===== config.mk =====
export PLATFORM = sky130hd
export DESIGN_NAME = ddr3_cmd_issue
export DESIGN_NICKNAME = d
export VERILOG_FILES = /design/src/rtl/ddr3_cmd_issue.sv
export SDC_FILE = /design/constraint.sdc
export NUM_CORES = 1
export LEC_CHECK = 0
export CORE_MARGIN = 2
export CORE_UTILIZATION = 55
export DETAILED_ROUTE_END_ITERATION = 10
export PLACE_DENSITY = 0.75
export REMOVE_ABC_BUFFERS = 1
export SYNTH_ARGS = -nofsm -noshare
export SYNTH_HDL_FRONTEND = slang
export SYNTH_SLANG_ARGS = --single-unit

===== constraint.sdc =====
create_clock -name ck -period 5.99 [get_ports ck]
set_input_delay 0.8985 -clock ck [delete_from_list [all_inputs] [get_ports ck]]
set_output_delay 0.8985 -clock ck [all_outputs]
set_load 0.005 [all_outputs]

===== src/rtl/ddr3_cmd_issue.sv =====
`default_nettype none
// +--------------------------------------------------------------------------------+
// | ddr3_cmd_issue: DDR3 command issue with power-state FSM, global/per-bank timing |
// | guards and registered pins. Build macro: DDR3_CMD_CHECK_EN.   Revision: 1.0    |
// +--------------------------------------------------------------------------------+
module ddr3_cmd_issue #(
  parameter int BA_BITS   = 3,
  parameter int ADDR_BITS = 16,
  parameter int T_MRD     = 4,
  parameter int T_RCD     = 6,
  parameter int T_RP      = 6,
  parameter int T_RFC     = 64,
  parameter int T_ZQCS    = 64,
  parameter int T_ZQCL    = 256,
  parameter int T_XP      = 4
) (
  input  logic                 ck,
  input  logic                 rst,
  input  logic                 req_valid,
  input  logic [3:0]           req_cmd,
  input  logic [BA_BITS-1:0]   req_ba,
  input  logic [ADDR_BITS-1:0] req_addr,
  output logic                 req_ready,
  output logic                 err,
  output logic                 cke,
  output logic                 cs_n,
  output logic                 ras_n,
  output logic                 cas_n,
  output logic                 we_n,
  output logic [BA_BITS-1:0]   ba,
  output logic [ADDR_BITS-1:0] addr
);

  localparam int NB = 1 << BA_BITS;

  function automatic int max_of(input int a, input int b);
    return (a > b) ? a : b;
  endfunction

  localparam int T_MAX = max_of(max_of(max_of(T_MRD, T_RCD), max_of(T_RP, T_RFC)),
                                max_of(max_of(T_ZQCS, T_ZQCL), T_XP));
  localparam int CW    = $clog2(T_MAX + 1);

`ifdef DDR3_CMD_CHECK_EN
  localparam bit CHECK_EN = 1'b1;
`else
  localparam bit CHECK_EN = 1'b0;
`endif

  localparam logic [3:0] C_NOP  = 4'd0;
  localparam logic [3:0] C_MRS  = 4'd1;
  localparam logic [3:0] C_REF  = 4'd2;
  localparam logic [3:0] C_PRE  = 4'd3;
  localparam logic [3:0] C_PREA = 4'd4;
  localparam logic [3:0] C_ACT  = 4'd5;
  localparam logic [3:0] C_WR   = 4'd6;
  localparam logic [3:0] C_WRAP = 4'd7;
  localparam logic [3:0] C_RD   = 4'd8;
  localparam logic [3:0] C_RDAP = 4'd9;
  localparam logic [3:0] C_ZQCL = 4'd10;
  localparam logic [3:0] C_ZQCS = 4'd11;
  localparam logic [3:0] C_SRE  = 4'd12;
  localparam logic [3:0] C_SRX  = 4'd13;
  localparam logic [3:0] C_PDE  = 4'd14;
  localparam logic [3:0] C_PDX  = 4'd15;

  typedef enum logic [1:0] {
    ST_ACTIVE  = 2'd0,
    ST_PWRDN   = 2'd1,
    ST_SELFREF = 2'd2
  } state_t;

  state_t               r_state;
  logic [CW-1:0]        r_busy;
  logic [CW-1:0]        r_rcd [NB];
  logic [CW-1:0]        r_rp  [NB];
  logic [NB-1:0]        r_open;

  logic [NB-1:0]        w_rcd_ok;
  logic [NB-1:0]        w_rp_ok;
  logic                 w_busy_ok;
  logic                 w_bank_open;
  logic                 w_all_closed;
  logic                 w_rdwr;
  logic                 w_drop;
  logic                 w_acc;
  logic [3:0]           w_pins;
  logic [ADDR_BITS-1:0] w_addr;

  // A counter value of 1 means the guarded cycle n+T has been reached.
  generate
    for (genvar b = 0; b < NB; b++) begin : g_bank
      assign w_rcd_ok[b] = (r_rcd[b] <= CW'(1));
      assign w_rp_ok[b]  = (r_rp[b]  <= CW'(1));
    end
  endgenerate

  always_comb begin
    w_busy_ok    = (r_busy <= CW'(1));
    w_bank_open  = r_open[req_ba];
    w_all_closed = (r_open == '0);
    w_rdwr       = (req_cmd == C_WR) || (req_cmd == C_WRAP) ||
                   (req_cmd == C_RD) || (req_cmd == C_RDAP);
    w_drop       = (r_state == ST_ACTIVE) &&
                   (((req_cmd == C_ACT) && w_bank_open) || (w_rdwr && !w_bank_open));
    req_ready    = 1'b0;
    case (r_state)
      ST_ACTIVE: begin
        case (req_cmd)
          C_NOP:                                 req_ready = 1'b1;
          C_MRS, C_REF, C_ZQCL, C_ZQCS,
          C_SRE, C_PDE:                          req_ready = w_busy_ok && w_all_closed;
          C_PRE, C_PREA:                         req_ready = w_busy_ok;
          C_ACT:                                 req_ready = w_busy_ok &&
                                                   (w_bank_open ? CHECK_EN : w_rp_ok[req_ba]);
          C_WR, C_WRAP, C_RD, C_RDAP:            req_ready = w_busy_ok &&
                                                   (w_bank_open ? w_rcd_ok[req_ba] : CHECK_EN);
          default:                               req_ready = 1'b0;
        endcase
      end
      ST_PWRDN:   req_ready = (req_cmd == C_PDX) && w_busy_ok;
      ST_SELFREF: req_ready = (req_cmd == C_SRX) && w_busy_ok;
      default:    req_ready = 1'b0;
    endcase
  end

  assign w_acc = req_valid && req_ready;

  always_comb begin
    w_pins = 4'b0111;
    w_addr = req_addr;
    case (req_cmd)
      C_MRS:        w_pins = 4'b0000;
      C_REF, C_SRE: w_pins = 4'b0001;
      C_PRE:  begin w_pins = 4'b0010; w_addr[10] = 1'b0; end
      C_PREA: begin w_pins = 4'b0010; w_addr[10] = 1'b1; end
      C_ACT:        w_pins = 4'b0011;
      C_WR:   begin w_pins = 4'b0100; w_addr[10] = 1'b0; end
      C_WRAP: begin w_pins = 4'b0100; w_addr[10] = 1'b1; end
      C_RD:   begin w_pins = 4'b0101; w_addr[10] = 1'b0; end
      C_RDAP: begin w_pins = 4'b0101; w_addr[10] = 1'b1; end
      C_ZQCS: begin w_pins = 4'b0110; w_addr[10] = 1'b0; end
      C_ZQCL: begin w_pins = 4'b0110; w_addr[10] = 1'b1; end
      default: ;
    endcase
  end

  always_ff @(posedge ck or posedge rst) begin
    if (rst) begin
      r_state <= ST_PWRDN;
      cke     <= 1'b0;
      cs_n    <= 1'b1;
      ras_n   <= 1'b1;
      cas_n   <= 1'b1;
      we_n    <= 1'b1;
      ba      <= '0;
      addr    <= '0;
      r_busy  <= '0;
      r_open  <= '0;
      for (int b = 0; b < NB; b++) begin
        r_rcd[b] <= '0;
        r_rp[b]  <= '0;
      end
    end else begin
      if (r_busy != '0) r_busy <= r_busy - CW'(1);
      for (int b = 0; b < NB; b++) begin
        if (r_rcd[b] != '0) r_rcd[b] <= r_rcd[b] - CW'(1);
        if (r_rp[b]  != '0) r_rp[b]  <= r_rp[b]  - CW'(1);
      end
      // Idle cycles: NOP while active, deselect while CKE is low.
      cs_n  <= (r_state != ST_ACTIVE);
      ras_n <= 1'b1;
      cas_n <= 1'b1;
      we_n  <= 1'b1;
      ba    <= '0;
      addr  <= '0;
      if (w_acc && !w_drop) begin
        {cs_n, ras_n, cas_n, we_n} <= w_pins;
        ba   <= req_ba;
        addr <= w_addr;
        case (req_cmd)
          C_MRS:  r_busy <= CW'(T_MRD);
          C_REF:  r_busy <= CW'(T_RFC);
          C_ZQCS: r_busy <= CW'(T_ZQCS);
          C_ZQCL: r_busy <= CW'(T_ZQCL);
          C_SRX, C_PDX: begin
            r_busy  <= CW'(T_XP);
            cke     <= 1'b1;
            r_state <= ST_ACTIVE;
          end
          C_SRE: begin
            cke     <= 1'b0;
            r_state <= ST_SELFREF;
          end
          C_PDE: begin
            cke     <= 1'b0;
            r_state <= ST_PWRDN;
          end
          C_ACT: begin
            r_rcd[req_ba]  <= CW'(T_RCD);
            r_open[req_ba] <= 1'b1;
          end
          C_PRE, C_RDAP, C_WRAP: begin
            r_rp[req_ba]   <= CW'(T_RP);
            r_open[req_ba] <= 1'b0;
          end
          C_PREA: begin
            for (int b = 0; b < NB; b++) r_rp[b] <= CW'(T_RP);
            r_open <= '0;
          end
          default: ;
        endcase
      end
    end
  end

`ifdef DDR3_CMD_CHECK_EN
  logic r_err;
  always_ff @(posedge ck or posedge rst) begin
    if (rst) r_err <= 1'b0;
    else     r_err <= w_acc && w_drop;
  end
  assign err = r_err;
`else
  assign err = 1'b0;
`endif

endmodule
`default_nettype wire


==> impl_metrics.py <==
metrics = {
    "timing": {
        "fin_skew_ns": 0.008950,
        "setup_slack_ns": 1.150,
        "final_hold_viol_count": 0,
        "setup_viol": 0,
        "rsz0062_at_grt": "false",
        "whs_ns": 0.4984,
        "fmax_mhz": 206.6,
        "fin_crit_sh": 0.8079,
        "final.min_clock_period_ns": 4.840,
        "setup_tns_ns": 0,
        "maxSlewViolCount": 0,
        "relSlewSlack": 0.2954,
        "tightestPinTransition_ns": 1.057,
    },
    "final_layout": {
        "antenna_cells": 0,
        "fin_area_sq_um": 11430,
        "area_growth_pct": 12.20,
        "nNetsFinal": 1183,
        "seq_area_sq_um": 4686,
        "fillers": 1418,
        "drive_gt1_frac": 0.05819,
        "multi_input_area_sq_um": 5077,
    },
    "synth": {
        "synth_xor_area_frac": 0.08770,
        "synth_compound_gate_area_share": 0.1327,
        "yosysTopAreaCell": "dfrtp_1",
        "synth_edf_count": 0,
        "synth.most_common_cell": "dfrtp_1",
        "ys_top_cells_by_area": "dfrtp_1, ha_1, xnor2_1",
        "async_flop_share": 1.000,
        "synth_simple_gate_area_frac": 0.1937,
        "synth-adder-area-share": 0.06609,
        "syn_inst": 1062,
        "synth_common_cells": "dfrtp_1, nor2_1, a21oi_1, xnor2_1, inv_1",
        "synth_mux_area_frac": 0.01720,
        "ys_seq_area_frac": 0.4600,
        "ys_types": 67,
        "ys.flop_type": "dfrtp_1",
        "netlist.area_leader.share": 0.4471,
        "ys_ff_latch": 187,
        "synth_top_family_by_area": "simple AND/OR/NAND/NOR gates",
        "synth_area_per_cell_sq_um": 9.591,
        "synth_area_sq_um": 10190,
        "yosys_warnings": 0,
    },
    "clock_network": {
        "htreeDepth": 4,
        "cts_tree": "done",
        "cts_resized": 0,
        "clock-sinks": 187,
        "cts-buffers-inserted": 17,
        "cts.clk_slew.worst_paths_ns": 0.07,
        "hold_buffers": 0,
        "clockBufferDepth": 2,
        "post-cts-setup-buffers": 0,
        "cts_root_buf": "clkbuf_16",
        "insertion_delay_ns": 0.43,
    },
    "floorplan": {
        "die_area_sq_um": 19630,
        "die_height_microns": 140.1,
        "rows": 49,
        "boundaryPins": 52,
        "start_util": 0.5632,
        "die_w_microns": 140.1,
        "core_sq_um": 18090,
    },
    "pwr": {
        "p_switching_w": 0.001596,
        "combPwrFrac": 0.279,
        "leakage_nw": 4.686,
        "ir_drop_mv": 0.1812,
        "switching_share": 0.3517,
        "p_per_area_nw_per_um2": 397.2,
        "seq_power_share": 0.466,
        "internal_power_w": 0.002943,
        "p_clk_frac": 0.255,
    },
    "detailed_routing": {
        "drt_wl_total_microns": 20610,
        "vias": 7717,
        "vias_per_cell": 5.733,
        "drt_iter0_markers": 442,
        "ant_nets": 0,
        "wl_per_cell_microns": 15.31,
        "drcViolationCount": 4,
        "drtPass1Iterations": 8,
    },
    "placed_design": {
        "dp_slack_ns": 1.175,
        "place_area_sq_um": 10830,
        "dp.final_hpwl_microns": 13930,
        "gp_congestion": 0.9258,
        "io_buffers": 50,
    },
    "setup_path": {
        "critPathArrivalTime_ns": 3.94,
        "required_ns": 5.09,
        "r2r_cells": 8,
        "crit_path_start_kind": "input pin",
        "r2r_slack_ns": 2.48,
        "worstSetupPathType": "input pin to primary output",
        "path_max_fanout": 10,
        "cp-end-kind": "primary output",
    },
    "worst_hold_path": {
        "whs_path_depth": 1,
        "hp-class": "register to register",
    },
    "global_route": {
        "grt_pass1_wl_microns": 35050,
        "grt_max_degree": 147,
        "overflow": 0,
        "track_usage": 0.2180,
        "grt_pass1_vias": 7519,
        "antenna_found_initial": 0,
    },
    "outcome": {
        "outcome": "complete, but fails checks",
        "violations": "design-rule violations",
    },
    "flow_run": {
        "drv_cap": 0,
    },
}
-- power groups by stage --
stage,combinational (W),sequential [W],clock [W]
2_1_floorplan,0.00105,0.00203,0
5_1_grt,0.00146,0.00217,0.00123
4_1_cts,0.00128,0.00211,0.00117
3_5_place_dp,0.00127,0.00212,0
3_3_place_gp,0.00122,0.00211,0
6_report,0.00127,0.00212,0.00116
-- final cells by class --
type / instances / area share
clock inverters: 14 / 0.01412
inverters: 62 / 0.02102
clock buffers: 18 / 0.03843
flip-flops and latches: 187 / 0.4100
well taps: 229 / 0.02507
multi-input cells: 781 / 0.4443
repair buffers: 55 / 0.04708
-- stage by stage --
| stage | power (W) | utilization | std cells |
|---|---|---|---|
| global placement | 0.003334 | 0.5987 | 1314 |
| global route | 0.004864 | 0.6319 | 1346 |
| CTS | 0.004562 | 0.6319 | 1346 |
| finish | 0.004539 | 0.6319 | 1346 |
| floorplan | 0.003079 | - | 1030 |
| detailed placement | 0.003387 | 0.5987 | 1314 |
-- sequential cells by signal, indices dropped and copies added, names as in the netlist --
signal and count:
r_state 2, r_open 8, we_n 1, cs_n 1
r_rcd 72, r_rp 72, r_busy 9, ba 3
cke 1, cas_n 1, addr 16, ras_n 1
-- critical path, stage by stage --
cell and delay (ns):
clkdlybuf4s50_1 0.71, buf_4 0.24, or3b_1 0.32, inv_2 0.07, a221oi_1 0.30, nand4_1 0.20, a31oi_2 0.42, nor2_1 0.11
nor2_1 0.12, clkdlybuf4s50_1 0.53
-- cell usage in the layout (no fill, tap or decap), types with 4 or more instances in the layout --
| master | n |
|---|---|
| a21o_1 | 13 |
| a21oi_1 | 88 |
| a221o_1 | 5 |
| a22oi_1 | 14 |
| a31oi_1 | 11 |
| and2_1 | 20 |
| and3_1 | 5 |
| buf_4 | 5 |
| clkbuf_16 | 17 |
| clkdlybuf4s50_1 | 50 |
| dfrtp_1 | 182 |
| dfstp_2 | 5 |
| ha_1 | 53 |
| inv_1 | 60 |
| inv_8 | 4 |
| mux2_2 | 5 |
| mux2i_1 | 4 |
| nand2_1 | 44 |
| nand2b_1 | 10 |
| nand3_1 | 39 |
| nand3b_1 | 9 |
| nand4_1 | 7 |
| nor2_1 | 132 |
| nor2_4 | 7 |
| nor2b_1 | 8 |
| nor3_1 | 60 |
| nor4_1 | 38 |
| o2111ai_1 | 4 |
| o211ai_1 | 9 |
| o21ai_0 | 17 |
| o21ai_1 | 12 |
| o21bai_1 | 7 |
| o22ai_1 | 9 |
| o31ai_1 | 6 |
| or3_1 | 4 |
| xnor2_1 | 75 |
| xor2_1 | 27 |
-- path summary, 6_finish.rpt --
check	to	start
max	req_ready	req_ba[0]
min	r_busy[8]$_DFF_PP0_	r_busy[8]$_DFF_PP0_
max reg2reg	r_rp[70]$_DFF_PP0_	r_busy[6]$_DFF_PP0_
min reg2reg	r_busy[8]$_DFF_PP0_	r_busy[8]$_DFF_PP0_
max in group asynchronous	cs_n$_DFF_PP1_	rst
min in group asynchronous	r_rp[59]$_DFF_PP0_	rst
-- cell families after synthesis --
kind of cell             Yosys count
AND/OR/NAND/NOR                  394
AO/OA/AOI/OAI                    216
flip-flops                       187
XOR/XNOR                         102
buffers and inverters             94
adder cells (fa/ha/maj)           54
multiplexers                      14
other                              1
-- per-layer routing --
metal  up-vias  track usage  wire (microns)
met4         0      0.06699             344
met5         -            0               0
met2       160       0.3596            9828
li1       3799            -               -
met3        31      0.05368             913
met1      3727       0.2871            9526
No activity file was read; power rests on OpenSTA's default activity.
